[src/rtl/frankie_sequencer.sv]
`default_nettype none
// ============================================================================
//  Module   : frankie_sequencer
//  Purpose  : Multicycle state sequencer for the "Frankie" CPU. Steps each
//             instruction through FETCH -> DECODE -> EXEC (1..MAX_EXEC
//             cycles, programmable per opcode) with a memory-wait state, a
//             global stall, a halt opcode and cycle/retire counters.
//  Ports    :
//    CLK          clock, all state changes on the rising edge
//    Reset        synchronous active-low reset
//    OPCODE       opcode from the instruction register (used in DECODE)
//    MemReq       current EXEC step performs a memory access
//    MemReady     memory completes the access this cycle
//    Stall        freeze the sequencer
//    CfgWe        length-table write enable
//    CfgOpcode    length-table index to write
//    CfgLen       execute length to store (clamped into 1..MAX_EXEC)
//    Phase        0=FETCH 1=DECODE 2=EXEC 3=WAIT 4=HALT
//    ExecStep     current execute step (0 outside EXEC / WAIT-from-EXEC)
//    FetchPulse   instruction fetch cycle
//    InstWrite    IR / decode latch enable
//    LastStep     current execute step is the final one
//    Retire       instruction completes this cycle
//    Halted       sequencer is in HALT
//    CycleCount   cycles since reset, HALT cycles excluded
//    RetireCount  retired instructions
//  Revision : 1.0 - initial release
// ============================================================================
module frankie_sequencer #(
    parameter int              OPW         = 5,
    parameter int              MAX_EXEC    = 4,
    parameter int              SW          = 2,
    parameter int              CNTW        = 32,
    parameter logic [OPW-1:0]  HALT_OPCODE = 5'b11111
) (
    input  logic            CLK,
    input  logic            Reset,
    input  logic [OPW-1:0]  OPCODE,
    input  logic            MemReq,
    input  logic            MemReady,
    input  logic            Stall,
    input  logic            CfgWe,
    input  logic [OPW-1:0]  CfgOpcode,
    input  logic [SW:0]     CfgLen,
    output logic [2:0]      Phase,
    output logic [SW-1:0]   ExecStep,
    output logic            FetchPulse,
    output logic            InstWrite,
    output logic            LastStep,
    output logic            Retire,
    output logic            Halted,
    output logic [CNTW-1:0] CycleCount,
    output logic [CNTW-1:0] RetireCount
);

    typedef enum logic [2:0] {
        S_FETCH  = 3'd0,
        S_DECODE = 3'd1,
        S_EXEC   = 3'd2,
        S_WAIT   = 3'd3,
        S_HALT   = 3'd4
    } state_t;

    localparam logic       ORG_FETCH = 1'b0;
    localparam logic       ORG_EXEC  = 1'b1;
    localparam logic [SW:0] LEN_ONE  = (SW+1)'(1);
    localparam logic [SW:0] LEN_MAX  = (SW+1)'(MAX_EXEC);
    localparam int          NUM_OPS  = 2**OPW;

    state_t          state_q, state_d;
    logic [SW-1:0]   step_q, step_d;
    logic [SW:0]     len_q, len_d;
    logic            origin_q, origin_d;
    logic [SW:0]     len_table_q [NUM_OPS];
    logic [CNTW-1:0] cycle_cnt_q;
    logic [CNTW-1:0] retire_cnt_q;

    logic            w_exec_like;
    logic            w_last;
    logic            w_mem_block;
    logic            w_retire;
    logic [SW:0]     w_cfg_len;

    // Stored lengths are always legal, so the EXEC counter never needs
    // to handle a zero or oversize length.
    always_comb begin
        if (CfgLen == '0) begin
            w_cfg_len = LEN_ONE;
        end else if (CfgLen > LEN_MAX) begin
            w_cfg_len = LEN_MAX;
        end else begin
            w_cfg_len = CfgLen;
        end
    end

    // WAIT entered from EXEC keeps presenting the step it is waiting on.
    assign w_exec_like = (state_q == S_EXEC) ||
                         ((state_q == S_WAIT) && (origin_q == ORG_EXEC));
    assign w_last      = w_exec_like && ({1'b0, step_q} == (len_q - LEN_ONE));
    assign w_mem_block = MemReq && !MemReady;

    assign w_retire = Reset && !Stall && w_last &&
                      (((state_q == S_EXEC) && !w_mem_block) ||
                       ((state_q == S_WAIT) && MemReady));

    always_comb begin
        state_d  = state_q;
        step_d   = step_q;
        len_d    = len_q;
        origin_d = origin_q;
        if (!Stall) begin
            case (state_q)
                S_FETCH: begin
                    if (MemReady) begin
                        state_d = S_DECODE;
                    end else begin
                        state_d  = S_WAIT;
                        origin_d = ORG_FETCH;
                    end
                end
                S_DECODE: begin
                    // Non-blocking table write means a same-cycle write to
                    // this index is not visible here; the old length is used.
                    len_d  = len_table_q[OPCODE];
                    step_d = '0;
                    state_d = (OPCODE == HALT_OPCODE) ? S_HALT : S_EXEC;
                end
                S_EXEC: begin
                    if (w_mem_block) begin
                        state_d  = S_WAIT;
                        origin_d = ORG_EXEC;
                    end else if (w_last) begin
                        state_d = S_FETCH;
                        step_d  = '0;
                    end else begin
                        step_d = step_q + SW'(1);
                    end
                end
                S_WAIT: begin
                    if (MemReady) begin
                        if (origin_q == ORG_FETCH) begin
                            state_d = S_DECODE;
                        end else if (w_last) begin
                            state_d = S_FETCH;
                            step_d  = '0;
                        end else begin
                            state_d = S_EXEC;
                            step_d  = step_q + SW'(1);
                        end
                    end
                end
                S_HALT: begin
                    state_d = S_HALT;
                end
                default: begin
                    state_d = S_FETCH;
                    step_d  = '0;
                end
            endcase
        end
    end

    always_ff @(posedge CLK) begin
        if (!Reset) begin
            state_q      <= S_FETCH;
            step_q       <= '0;
            len_q        <= LEN_ONE;
            origin_q     <= ORG_FETCH;
            cycle_cnt_q  <= '0;
            retire_cnt_q <= '0;
            for (int i = 0; i < NUM_OPS; i++) begin
                len_table_q[i] <= LEN_ONE;
            end
        end else begin
            state_q  <= state_d;
            step_q   <= step_d;
            len_q    <= len_d;
            origin_q <= origin_d;
            if (CfgWe) begin
                len_table_q[CfgOpcode] <= w_cfg_len;
            end
            // Stall does not stop the cycle counter; only HALT does.
            if (state_q != S_HALT) begin
                cycle_cnt_q <= cycle_cnt_q + CNTW'(1);
            end
            if (w_retire) begin
                retire_cnt_q <= retire_cnt_q + CNTW'(1);
            end
        end
    end

    assign Phase       = state_q;
    assign ExecStep    = step_q;
    assign FetchPulse  = Reset && !Stall && (state_q == S_FETCH);
    assign InstWrite   = Reset && !Stall && (state_q == S_DECODE);
    assign LastStep    = w_last;
    assign Retire      = w_retire;
    assign Halted      = (state_q == S_HALT);
    assign CycleCount  = cycle_cnt_q;
    assign RetireCount = retire_cnt_q;

endmodule
`default_nettype wire

[config.mk]
export PLATFORM = sky130hd
export DESIGN_NAME = frankie_sequencer
export DESIGN_NICKNAME = d
export VERILOG_FILES = /design/src/rtl/frankie_sequencer.sv
export SDC_FILE = /design/constraint.sdc
export NUM_CORES = 1
export LEC_CHECK = 0
export ABC_AREA = 1
export BUFFER_PORTS_ARGS = -buffer_cell sky130_fd_sc_hd__buf_2
export CAP_MARGIN = 20
export CORE_ASPECT_RATIO = 0.9
export CORE_MARGIN = 1
export CORE_UTILIZATION = 25
export CTS_BUF_LIST = sky130_fd_sc_hd__clkbuf_16
export CTS_CLUSTER_DIAMETER = 60
export CTS_CLUSTER_SIZE = 40
export DETAILED_ROUTE_END_ITERATION = 6
export PLACE_DENSITY_LB_ADDON = 0.15
export SETUP_SLACK_MARGIN = 0.4
export SLEW_MARGIN = 0
export SYNTH_ARGS = -nofsm -noshare
export SYNTH_HDL_FRONTEND = slang
export SYNTH_SLANG_ARGS = --single-unit
[constraint.sdc]
create_clock -name CLK -period 2.45 [get_ports CLK]
set_input_delay 0.245 -clock CLK [delete_from_list [all_inputs] [get_ports CLK]]
set_output_delay 0.245 -clock CLK [all_outputs]
set_load 0.01 [all_outputs]
==> impl_metrics.toml <==
[run_status]
outcome = "completed"

[synthesis]
synthMuxAreaShare_pct = 0
synth_top_family_by_area = "simple AND/OR/NAND/NOR gates"
syn_area_per_cell_um2 = 7.08
synthAdderAreaFrac_pct = 0.405
synthCells = 1308
yosysWarningCount = 0
seq_area_frac_synth_pct = 46.9
synth_simple_gate_area_share_pct = 36.5
syn_nets = 1330
synth-xor-area-share_pct = 2.17
synth_top_area_cell = "edfxtp_1"
synthTopCellsByArea = "edfxtp_1 (31%), nand2_1 (18%), dfxtp_1 (16%)"
synth.top_cell.area_share_pct = 31.1
synth-compound-area-share_pct = 5.90
ys_seq_elements = 169
synth_area_um2 = 9260
ys_types = 36

[clock_network]
clkTransAtPathRegs_ns = 0.06
cts_buffers = 17
root_buffer = "clkbuf_16"
clock-sinks = 169
cts_tree = "yes"
clock_path_buffers = 2
clk_latency_ns = 0.45
cts.htree.levels = 4
hold_buffers = 0

[timing]
setup_viol = 0
drv_slew = 0
max-slew-margin-rel_pct = 54.3
fmax_mhz = 520
worstMarginPinSlew_ns = 0.685
grt_setup_unrepaired = "no"
hold_violations = 0
finalCritPeriodShare_pct = 78.5
final.setup.tns_ns = 0
layout_min_cycle_time_ns = 1.92
finClkSkew_ns = 0.0123

[critical_path]
path_class = "flip-flop to output pin"
startpoint_type = "flip-flop"
crit_required_ns = 2.20
slowest_stage = "dfxtp_2"
slowest_delay_ns = 0.34
endpoint_kind = "output pin"
cp_max_fo = 2
crit_arrival_ns = 1.68
worstPathCellList = "inv_2 -> ha_4 -> nand2_1 -> nand2_1 -> nand3_2 -> nor2_4 -> nand2_2 -> inv_2 -> buf_6"

[floorplanning]
ios = 93
initial_core_util_pct = 25.5
die_h_um = 185
coreArea_um2 = 36300
die_w_um = 205
fp-row-count = 66
die_area_um2 = 37800

[power_and_ir_drop]
pwr-share-clk_pct = 43.1
vdd_drop_max_mv = 0.469
power.density_nw_per_um2 = 594
p_int_uw = 4870
pwr-share-seq_pct = 48.3
pwr-share-comb_pct = 8.6
p_sw_uw = 1640
p_leak_uw = 0.00435
p_total_uw = 6510
power_switching_share_pct = 25.2

[hold_path]
min_path_type = "input pin to flip-flop"

[global_route]
grt_pass1_vias = 8018
track_usage_pct = 15.0
grt_max_degree = 54
antenna_found_initial = 0
grt_remaining_overflow = 0
grt_pass1_wl_mm = 43.4

[layout]
finalInstanceArea_um2 = 11000
areaGrowthSynthToFinish_pct = 18.4
finalNonFillerCells = 1884
layout-drive-gt1-share_pct = 12.6
antenna_cells = 0
utilization_pct = 30.2
finalNetCount = 1417

[route]
drtPass1Iterations = 5
totalWireLength_mm = 27.2
dr.first_iter.drc_count = 500
ant_nets = 0
drc = 0
post_drt_wl_per_cell_um = 14.4
num_vias = 8299
routed_via_density = 4.40

[placement]
place_area_um2 = 10300
port_buffers = 92
place.gp.congestion = 0.811
dp.cells = 1846
hpwlAfterDp_mm = 19.0

[job]
drv_cap = 0
## state kept, by name, summed over array words and instances, names as in the netlist
name	count
len_table_q	96
CycleCount	32
RetireCount	32
Phase	3
len_q	3
ExecStep	2
origin_q	1
## metrics by stage
stage | worst slack, ns | hold slack (ns)
floorplan | 0.737 | 0.387
global placement | 0.470 | 0.482
detailed placement | 0.406 | 0.487
CTS | 0.395 | 0.119
global route | 0.388 | 0.155
finish | 0.528 | 0.145
## power by group through the flow
stage          registers, uW  logic [uW]  clock network (uW)
6_report                3150         558                2810
5_1_grt                 3160         635                2990
4_1_cts                 3140         561                2900
3_5_place_dp            3210         538                   0
3_3_place_gp            3210         535                   0
2_1_floorplan           3200         342                   0
## worst paths after layout
path                                 from                      endpoint  slack, ns  cells past startpoint
max                 len_q[0]$_SDFFE_PN1P_                        Retire       0.53                      9
min reg2reg  RetireCount[31]$_SDFFE_PN0P_  RetireCount[31]$_SDFFE_PN0P_       0.50                      2
max reg2reg   RetireCount[0]$_SDFFE_PN0P_  RetireCount[28]$_SDFFE_PN0P_       0.61                     10
min                                 Stall         origin_q$_SDFFE_PN0P_       0.15                      3
## kinds of logic after synthesis
| logic type | Yosys count |
|---|---|
| XOR/XNOR | 23 |
| AND/OR/NAND/NOR | 820 |
| AO/OA/AOI/OAI | 102 |
| adder cells (fa/ha/maj) | 3 |
| flip-flops | 169 |
| buffers and inverters | 191 |
## cell usage after synthesis, drive strengths merged
cell    instances
a31oi           1
dfxtp          73
nand2         446
nor3           21
clkinv          1
o21bai          2
edfxtp         96
inv           147
nand4           5
a21oi          59
o22ai           1
ha              3
o211ai          3
xor2           17
nand3b         20
xnor2           6
clkbuf         26
nand3          74
o21ai          32
o21a            4
nor3b           2
and3            1
buf            17
nor2          249
nor4            2
## layout make-up
| class | count | area (um^2) |
|---|---|---|
| clock inverters | 15 | 174 |
| flip-flops and latches | 169 | 4350 |
| repair buffers | 111 | 656 |
| inverters | 148 | 558 |
| clock buffers | 17 | 425 |
| multi-input cells | 948 | 4210 |
| well taps | 476 | 596 |
| fillers | 4033 | 25400 |
## per-layer routing
| metal | wire [um] | vias to the layer above | share of wire (%) | GRT usage [%] |
|---|---|---|---|---|
| met5 | 0 | - | 0 | 0 |
| met4 | 297 | 0 | 1.1 | 4.09 |
| met2 | 12400 | 107 | 46 | 23.8 |
| met3 | 838 | 20 | 3.1 | 2.99 |
| met1 | 13600 | 3859 | 50 | 20.7 |
| li1 | - | 4313 | - | - |
## cell usage in the layout (no fill, tap or decap), drive strengths merged
cell type / count
nand2: 446
nor2: 249
inv: 152
buf: 111
edfxtp: 96
nand3: 74
dfxtp: 73
a21oi: 59
o21ai: 32
nor3: 21
nand3b: 20
xor2: 17
clkbuf: 17
xnor2: 6
nand4: 5
clkinv: 5
o21a: 4
o211ai: 3
bufinv: 3
ha: 3
clkinvlp: 3
nor3b: 2
o21bai: 2
nor4: 2
o22ai: 1
and3: 1
a31oi: 1
## critical path: cells and delay by family, from the launching register on
family / cells / cell delay [ns]
flip-flops: 1 / 0.34
AND/OR/NAND/NOR: 5 / 0.43
adder cells (fa/ha/maj): 1 / 0.26
buffers and inverters: 3 / 0.19
## what timing repair did
| item | 4_1_cts | 5_1_grt |
|---|---|---|
| hold endpoints to repair | 0 | 0 |
| gates resized for setup | 12 | 12 |
| endpoints found under the setup margin | 2 | 33 |
| cloned | 0 | 0 |
| pin swaps | 3 | 3 |
| buffers inserted | 4 | 2 |
(Power assumes the default switching activity.)
